$ cat src/rtl/huffman_pkg.sv
// huffman_pkg: shared state encoding and widths for the Huffman encoder blocks
package huffman_pkg;
  localparam int NUM_SYM = 6;
  localparam int CNT_W = 8;
  localparam int STEP_W = 3;
  typedef enum logic [4:0] {
    IDLE, REC, CNT_OUT, SORT_GO, SORT_WAIT, MERGE, SPLIT, DONE, ERR
  } state_e;
  function automatic logic is_wait(input state_e s);
    return s inside {SORT_WAIT, MERGE, SPLIT};
  endfunction
endpackage

$ cat src/rtl/hs_watchdog.sv
// hs_watchdog: cycle counter that flags expiry after TIMEOUT cycles in a wait state
module hs_watchdog import huffman_pkg::*; #(
  parameter int TIMEOUT = 64
) (
  input  logic clk,
  input  logic reset,
  input  logic clear,
  input  logic enable,
  output logic expired
);
  logic [CNT_W-1:0] cnt_q, cnt_d;
  always_comb cnt_d = clear ? '0 : enable ? cnt_q + 1'b1 : cnt_q;
  always_ff @(posedge clk)
    if (reset) cnt_q <= '0;
    else cnt_q <= cnt_d;
  assign expired = enable && cnt_q == CNT_W'(TIMEOUT - 1);
endmodule

$ cat src/rtl/huffman_seq.sv
// huffman_seq: frame sequencer for the Huffman encoder (sample burst, sort, merge, split handshakes)
module huffman_seq import huffman_pkg::*; #(
  parameter int NUM_SYM = 6,
  parameter int TIMEOUT = 64
) (
  input  logic              clk,
  input  logic              reset,
  input  logic              gray_valid,
  output logic              cnt_valid,
  output logic              sort_start,
  input  logic              sort_done,
  output logic              merge_req,
  output logic [STEP_W-1:0] merge_step,
  input  logic              merge_ack,
  output logic              split_req,
  input  logic              split_ack,
  output logic              code_valid,
  output logic [CNT_W-1:0]  sample_cnt,
  output logic              busy,
  output logic              err
);
  localparam logic [STEP_W-1:0] LAST = STEP_W'(NUM_SYM - 2);
  state_e state_q, state_d;
  logic [CNT_W-1:0] cnt_q, cnt_d;
  logic [STEP_W-1:0] step_q, step_d;
  logic expired, last_step, step_adv;
  assign last_step = step_q >= LAST;
  assign step_adv = state_q == MERGE && merge_ack && !last_step;
  always_comb begin
    state_d = state_q;
    case (state_q)
      IDLE:      state_d = gray_valid ? REC : IDLE;
      REC:       state_d = gray_valid ? REC : CNT_OUT;
      CNT_OUT:   state_d = SORT_GO;
      SORT_GO:   state_d = SORT_WAIT;
      SORT_WAIT: state_d = sort_done ? MERGE : expired ? ERR : SORT_WAIT;
      MERGE:     state_d = merge_ack ? (last_step ? SPLIT : MERGE) : expired ? ERR : MERGE;
      SPLIT:     state_d = split_ack ? DONE : expired ? ERR : SPLIT;
      default:   state_d = IDLE;
    endcase
  end
  always_comb begin
    step_d = state_d != MERGE ? '0 : state_q != MERGE ? STEP_W'(1) : step_adv ? step_q + 1'b1 : step_q;
    cnt_d = state_q == IDLE && gray_valid ? CNT_W'(1)
          : state_q == REC && gray_valid && cnt_q != '1 ? cnt_q + 1'b1 : cnt_q;
  end
  always_ff @(posedge clk)
    if (reset) begin
      state_q <= IDLE;
      cnt_q <= '0;
      step_q <= '0;
    end else begin
      state_q <= state_d;
      cnt_q <= cnt_d;
      step_q <= step_d;
    end
  // a handshake in the expiry cycle still wins because the FSM checks it first
  hs_watchdog #(.TIMEOUT(TIMEOUT)) u_wd (
    .clk(clk),
    .reset(reset),
    .clear(state_d != state_q || step_adv),
    .enable(is_wait(state_q)),
    .expired(expired)
  );
  assign cnt_valid  = state_q == CNT_OUT;
  assign sort_start = state_q == SORT_GO;
  assign merge_req  = state_q == MERGE;
  assign split_req  = state_q == SPLIT;
  assign code_valid = state_q == DONE;
  assign err        = state_q == ERR;
  assign busy       = state_q != IDLE;
  assign merge_step = step_q;
  assign sample_cnt = cnt_q;
endmodule

$ cat config.mk
export PLATFORM = sky130hd
export DESIGN_NAME = huffman_seq
export DESIGN_NICKNAME = d
export VERILOG_FILES = /design/src/rtl/huffman_pkg.sv /design/src/rtl/hs_watchdog.sv /design/src/rtl/huffman_seq.sv
export SDC_FILE = /design/constraint.sdc
export NUM_CORES = 1
export LEC_CHECK = 0
export ABC_AREA = 1
export CAP_MARGIN = 5
export CORE_ASPECT_RATIO = 1.25
export CORE_MARGIN = 1.5
export CORE_UTILIZATION = 45
export DETAILED_ROUTE_END_ITERATION = 10
export PLACE_DENSITY = 0.69
export SYNTH_ARGS = -nofsm -noshare
export SYNTH_HDL_FRONTEND = slang
export SYNTH_HIERARCHICAL = 1
export SYNTH_SLANG_ARGS = --single-unit
$ cat constraint.sdc
create_clock -name clk -period 3.8 [get_ports clk]
set_input_delay 0.38 -clock clk [delete_from_list [all_inputs] [get_ports clk]]
set_output_delay 0.38 -clock clk [all_outputs]
set_load 0.02 [all_outputs]
==> implementation parameters <==
Parameter                              Value

Critical path
  WP data arrival ... 3.10 ns
  Critical Path Sink Type ... register
  Longest individual stage delay on the worst path ... 0.47 ns
  Cell mode on critical path ... sky130_fd_sc_hd__nor2_1
  Critical Path RT ... 4.05 ns
  FF-to-FF setup slack ... 0.96 ns
  Origin of the critical flop-to-flop path ... state_q[2]
  Family with the most delay on the worst path ... simple AND/OR/NAND/NOR gates
  Kind of start point of the critical path ... register
  Critical Path Fanout Max ... 9
  Worst r2r dst ... u_wd/cnt_q[1]
  CP Cell Sequence ... nand2_2, nor2_1, buf_4, nand2_1, nor2_1, nand3b_1, nor2_1, inv_1, nor2_1, nor2_1, nand2_2, nand3_2, nor2_2, nand2_1, nand3_1, nand2_1, nor2_1, o21ai_0, a21oi_1
  Number of buffer and inverter instances along the worst setup path ... 2
  Logic depth of the worst register-to-register path ... 19
  Slowest stage cell, crit path ... sky130_fd_sc_hd__dfxtp_1
  Category of the most critical setup path ... reg2reg

Detailed routing
  Number of iterations in the first detailed-routing pass ... 4
  Vias post-DR ... 1290
  Post-detailed-route count of antenna-violating nets ... 0
  Aggregate routed wire length ... 2855 µm
  DRC violation total after the first TritonRoute iteration ... 35
  Routed length per placed instance ... 10.77 µm
  Total DRC errors in the routed layout ... 0
  Avg Vias per Cell ... 4.868

Final layout
  Final nets ... 240
  Final core occ ... 57.20%
  Fraction of final layout cells with drive strength greater than 1 ... 13.97%
  Synthesis-to-finish area growth ... 20.27%
  Antenna fix cells ... 0

GRT
  Overall fraction of global-route tracks in use ... 18.59%
  Antenna violations before repair ... 0
  Global-route wire length before repair ... 4878 µm
  Grt total ovfl ... 0
  Maximum number of pins on one net before global-route repair ... 13
  Vias in the first global route ... 1188

Floorplan
  I/O pin count ... 24
  Cell row count ... 22
  Die Width ... 53.14 µm
  Core region area ... 2973 µm²
  Total Die Area ... 3489 µm²
  Effective utilization at floorplan ... 47.56%
  Die span in y ... 65.67 µm

Synth
  Proportion of synthesized flip-flops having asynchronous set or reset ... 0%
  Yosys top cell by area ... sky130_fd_sc_hd__dfxtp_1
  Cell count after synthesis ... 203
  Post-synthesis mux area share ... 0%
  Adder-Cell Fraction of Synth Area ... 3.540%
  Complex-gate fraction of the synthesized area ... 10.97%
  Most common cell in the synthesized netlist ... sky130_fd_sc_hd__nand2_1
  Number of warning messages in the yosys log ... 6
  Portion of synthesized cell area occupied by the leading cell type ... 32.57%
  Summed instance area of the synthesized netlist ... 1414 µm²
  Synth top area cells ... sky130_fd_sc_hd__dfxtp_1 33%, sky130_fd_sc_hd__nand2_1 11%, sky130_fd_sc_hd__inv_1 7.4%
  Share of the yosys chip area belonging to registers ... 32.57%
  Primary flip-flop cell chosen by synthesis mapping ... sky130_fd_sc_hd__dfxtp_1
  Dominant combinational cell family by area after synthesis ... simple AND/OR/NAND/NOR gates
  Synth cell count leaders ... 42 x sky130_fd_sc_hd__nand2_1, 28 x sky130_fd_sc_hd__inv_1, 24 x sky130_fd_sc_hd__nor2_1
  Area fraction in and, or, nand and nor cells after synthesis ... 40.62%
  Number of enable-type register cells in the synthesized netlist ... 0
  XOR/XNOR share of the synthesized area ... 2.478%
  Count of distinct cell types in the synthesized netlist ... 25
  Number of synthesized register bits ... 23
  Post-synthesis average cell area ... 6.965 µm²
  Net count of the mapped netlist ... 213

Placed design
  RD Place Congestion ... 0.8569
  Post-place setup slack ... 0.9550 ns
  Number of buffer cells added on primary ports ... 23
  Post-detailed-placement half-perimeter wirelength ... 2295 µm

Clock network
  TritonCTS clock tree ... built
  Largest buffer count on any clock path ... 2
  Number of H-tree levels ... 1
  Total clock buffers created by CTS ... 3
  Count of clock tree sinks ... 23
  Setup bufs post-CTS ... 0
  Clock Latency Late Sink ... 0.31 ns
  Root buf cell ... sky130_fd_sc_hd__clkbuf_4
  Cts-stage hold buffer count ... 0
  CTS clock-pin slew for the worst setup and hold paths ... 0.13 ns
  Post_cts resized ... 0

Status
  Run status ... finished, final reports clean

STA
  Final number of max-transition violations ... 0
  Max Clock Skew ... 0.007987 ns
  RSZ-0062 raised after global routing ... no
  Time the final worst path needs with I/O delays and setup ... 2.845 ns
  Tcrit/Tclk final ... 74.86%
  Measured slew at the worst slew-check pin ... 0.4580 ns
  Worst Slack Setup Final ... 0.9553 ns
  Fmax ... 351.5 MHz
  Tightest slew margin relative to the limit ... 69.46%
  Setup Total Neg Slack ... 0 ns
  Setup Viol. Count Final ... 0
  Number of endpoints with negative hold slack in the final report ... 0

Hold path
  End point of the most critical hold path ... u_wd/cnt_q[3]
  Hold WC Path Type ... reg2reg
  Hold wc startpoint ... u_wd/cnt_q[3]
  Worst hold path depth ... 1

Pwr
  PD cells ... 276.5 nW/µm²
  Largest voltage drop on the vdd net ... 0.1660 mV
  P_leak ... 0.7038 nW

Flow run
  Count of maximum capacitance violations ... 0
==> routing by layer <==
| layer | up-vias | global-route usage (%) | part of all wire [%] |
|---|---|---|---|
| met2 | 24 | 33.59 | 51 |
| met4 | 0 | 6.731 | 1.6 |
| met1 | 562 | 21.94 | 45 |
| met5 | - | 0 | 0 |
| met3 | 6 | 2.045 | 2.5 |
| li1 | 698 | - | - |
==> kinds of logic (layout without fill, tap and decap cells) <==
group | count (synthesis) | after routing
AO/OA/AOI/OAI | 29 | 29
XOR/XNOR | 4 | 4
AND/OR/NAND/NOR | 110 | 110
flip-flops | 23 | 23
buffers and inverters | 33 | 59
adder cells (fa/ha/maj) | 4 | 4
==> layout by cell type (no fill, tap or decap), types with 4 or more instances in the layout <==
cell,count
sky130_fd_sc_hd__o21ai_1,4
sky130_fd_sc_hd__nor2_4,7
sky130_fd_sc_hd__clkdlybuf4s50_1,23
sky130_fd_sc_hd__nand3_1,12
sky130_fd_sc_hd__inv_1,28
sky130_fd_sc_hd__a21oi_1,15
sky130_fd_sc_hd__ha_1,4
sky130_fd_sc_hd__nor2_1,24
sky130_fd_sc_hd__nand2_2,5
sky130_fd_sc_hd__nand3_2,4
sky130_fd_sc_hd__dfxtp_1,23
sky130_fd_sc_hd__nor2_2,4
sky130_fd_sc_hd__nand2_1,42
sky130_fd_sc_hd__o21ai_0,8
==> how the worst max path moves through the flow <==
stage	end	from	depth (start not counted)	slack, ns
after floorplan	u_wd/cnt_q[0]	state_q[2]	19	1.39
after global placement	u_wd/cnt_q[1]	state_q[2]	19	1.06
after detailed placement	u_wd/cnt_q[1]	state_q[2]	19	0.96
after CTS	u_wd/cnt_q[1]	state_q[2]	19	0.91
after global routing	u_wd/cnt_q[1]	state_q[2]	19	0.50
final	u_wd/cnt_q[1]	state_q[2]	19	0.96
==> through the flow <==
stage	total power, mW	hold WS [ns]	instances	area (µm²)
finish	0.4702	0.4876	265	1700
global route	0.4957	0.4969	265	1700
CTS	0.4766	0.4908	265	1700
detailed placement	0.3603	0.4655	261	1674
global placement	0.3604	0.4645	261	1674
floorplan	0.3292	0.4432	203	1414
==> power breakdown <==
group | internal, mW | total (mW) | leakage, nW | switching (mW)
combinational | 0.0369 | 0.0984 | 0.503 | 0.0615
clock | 0.0410 | 0.116 | 0.0150 | 0.0748
sequential | 0.247 | 0.256 | 0.186 | 0.00904
==> layout make-up <==
class	instances	area, µm²
Sequential cell	23	460.4
Timing Repair Buffer	24	237.7
Inverter	31	116.4
Tap cell	36	45.04
Multi-Input combinational cell	147	814.5
Fill cell	315	1272
Clock buffer	4	26.28
==> worst reg2reg max path, delay by kind of cell, from the launching register on <==
kind,cells,cell delay (ns)
compound gates,2,0.30
buf+inv,2,0.24
flops,1,0.47
simple gates,15,1.77
==> flip-flops by register name (all words and copies together) (netlist names) <==
name,flops
merge_step,3
state_q,4
u_wd/cnt_q,8
sample_cnt,8
Note: power is estimated with default switching activity, not from simulation.
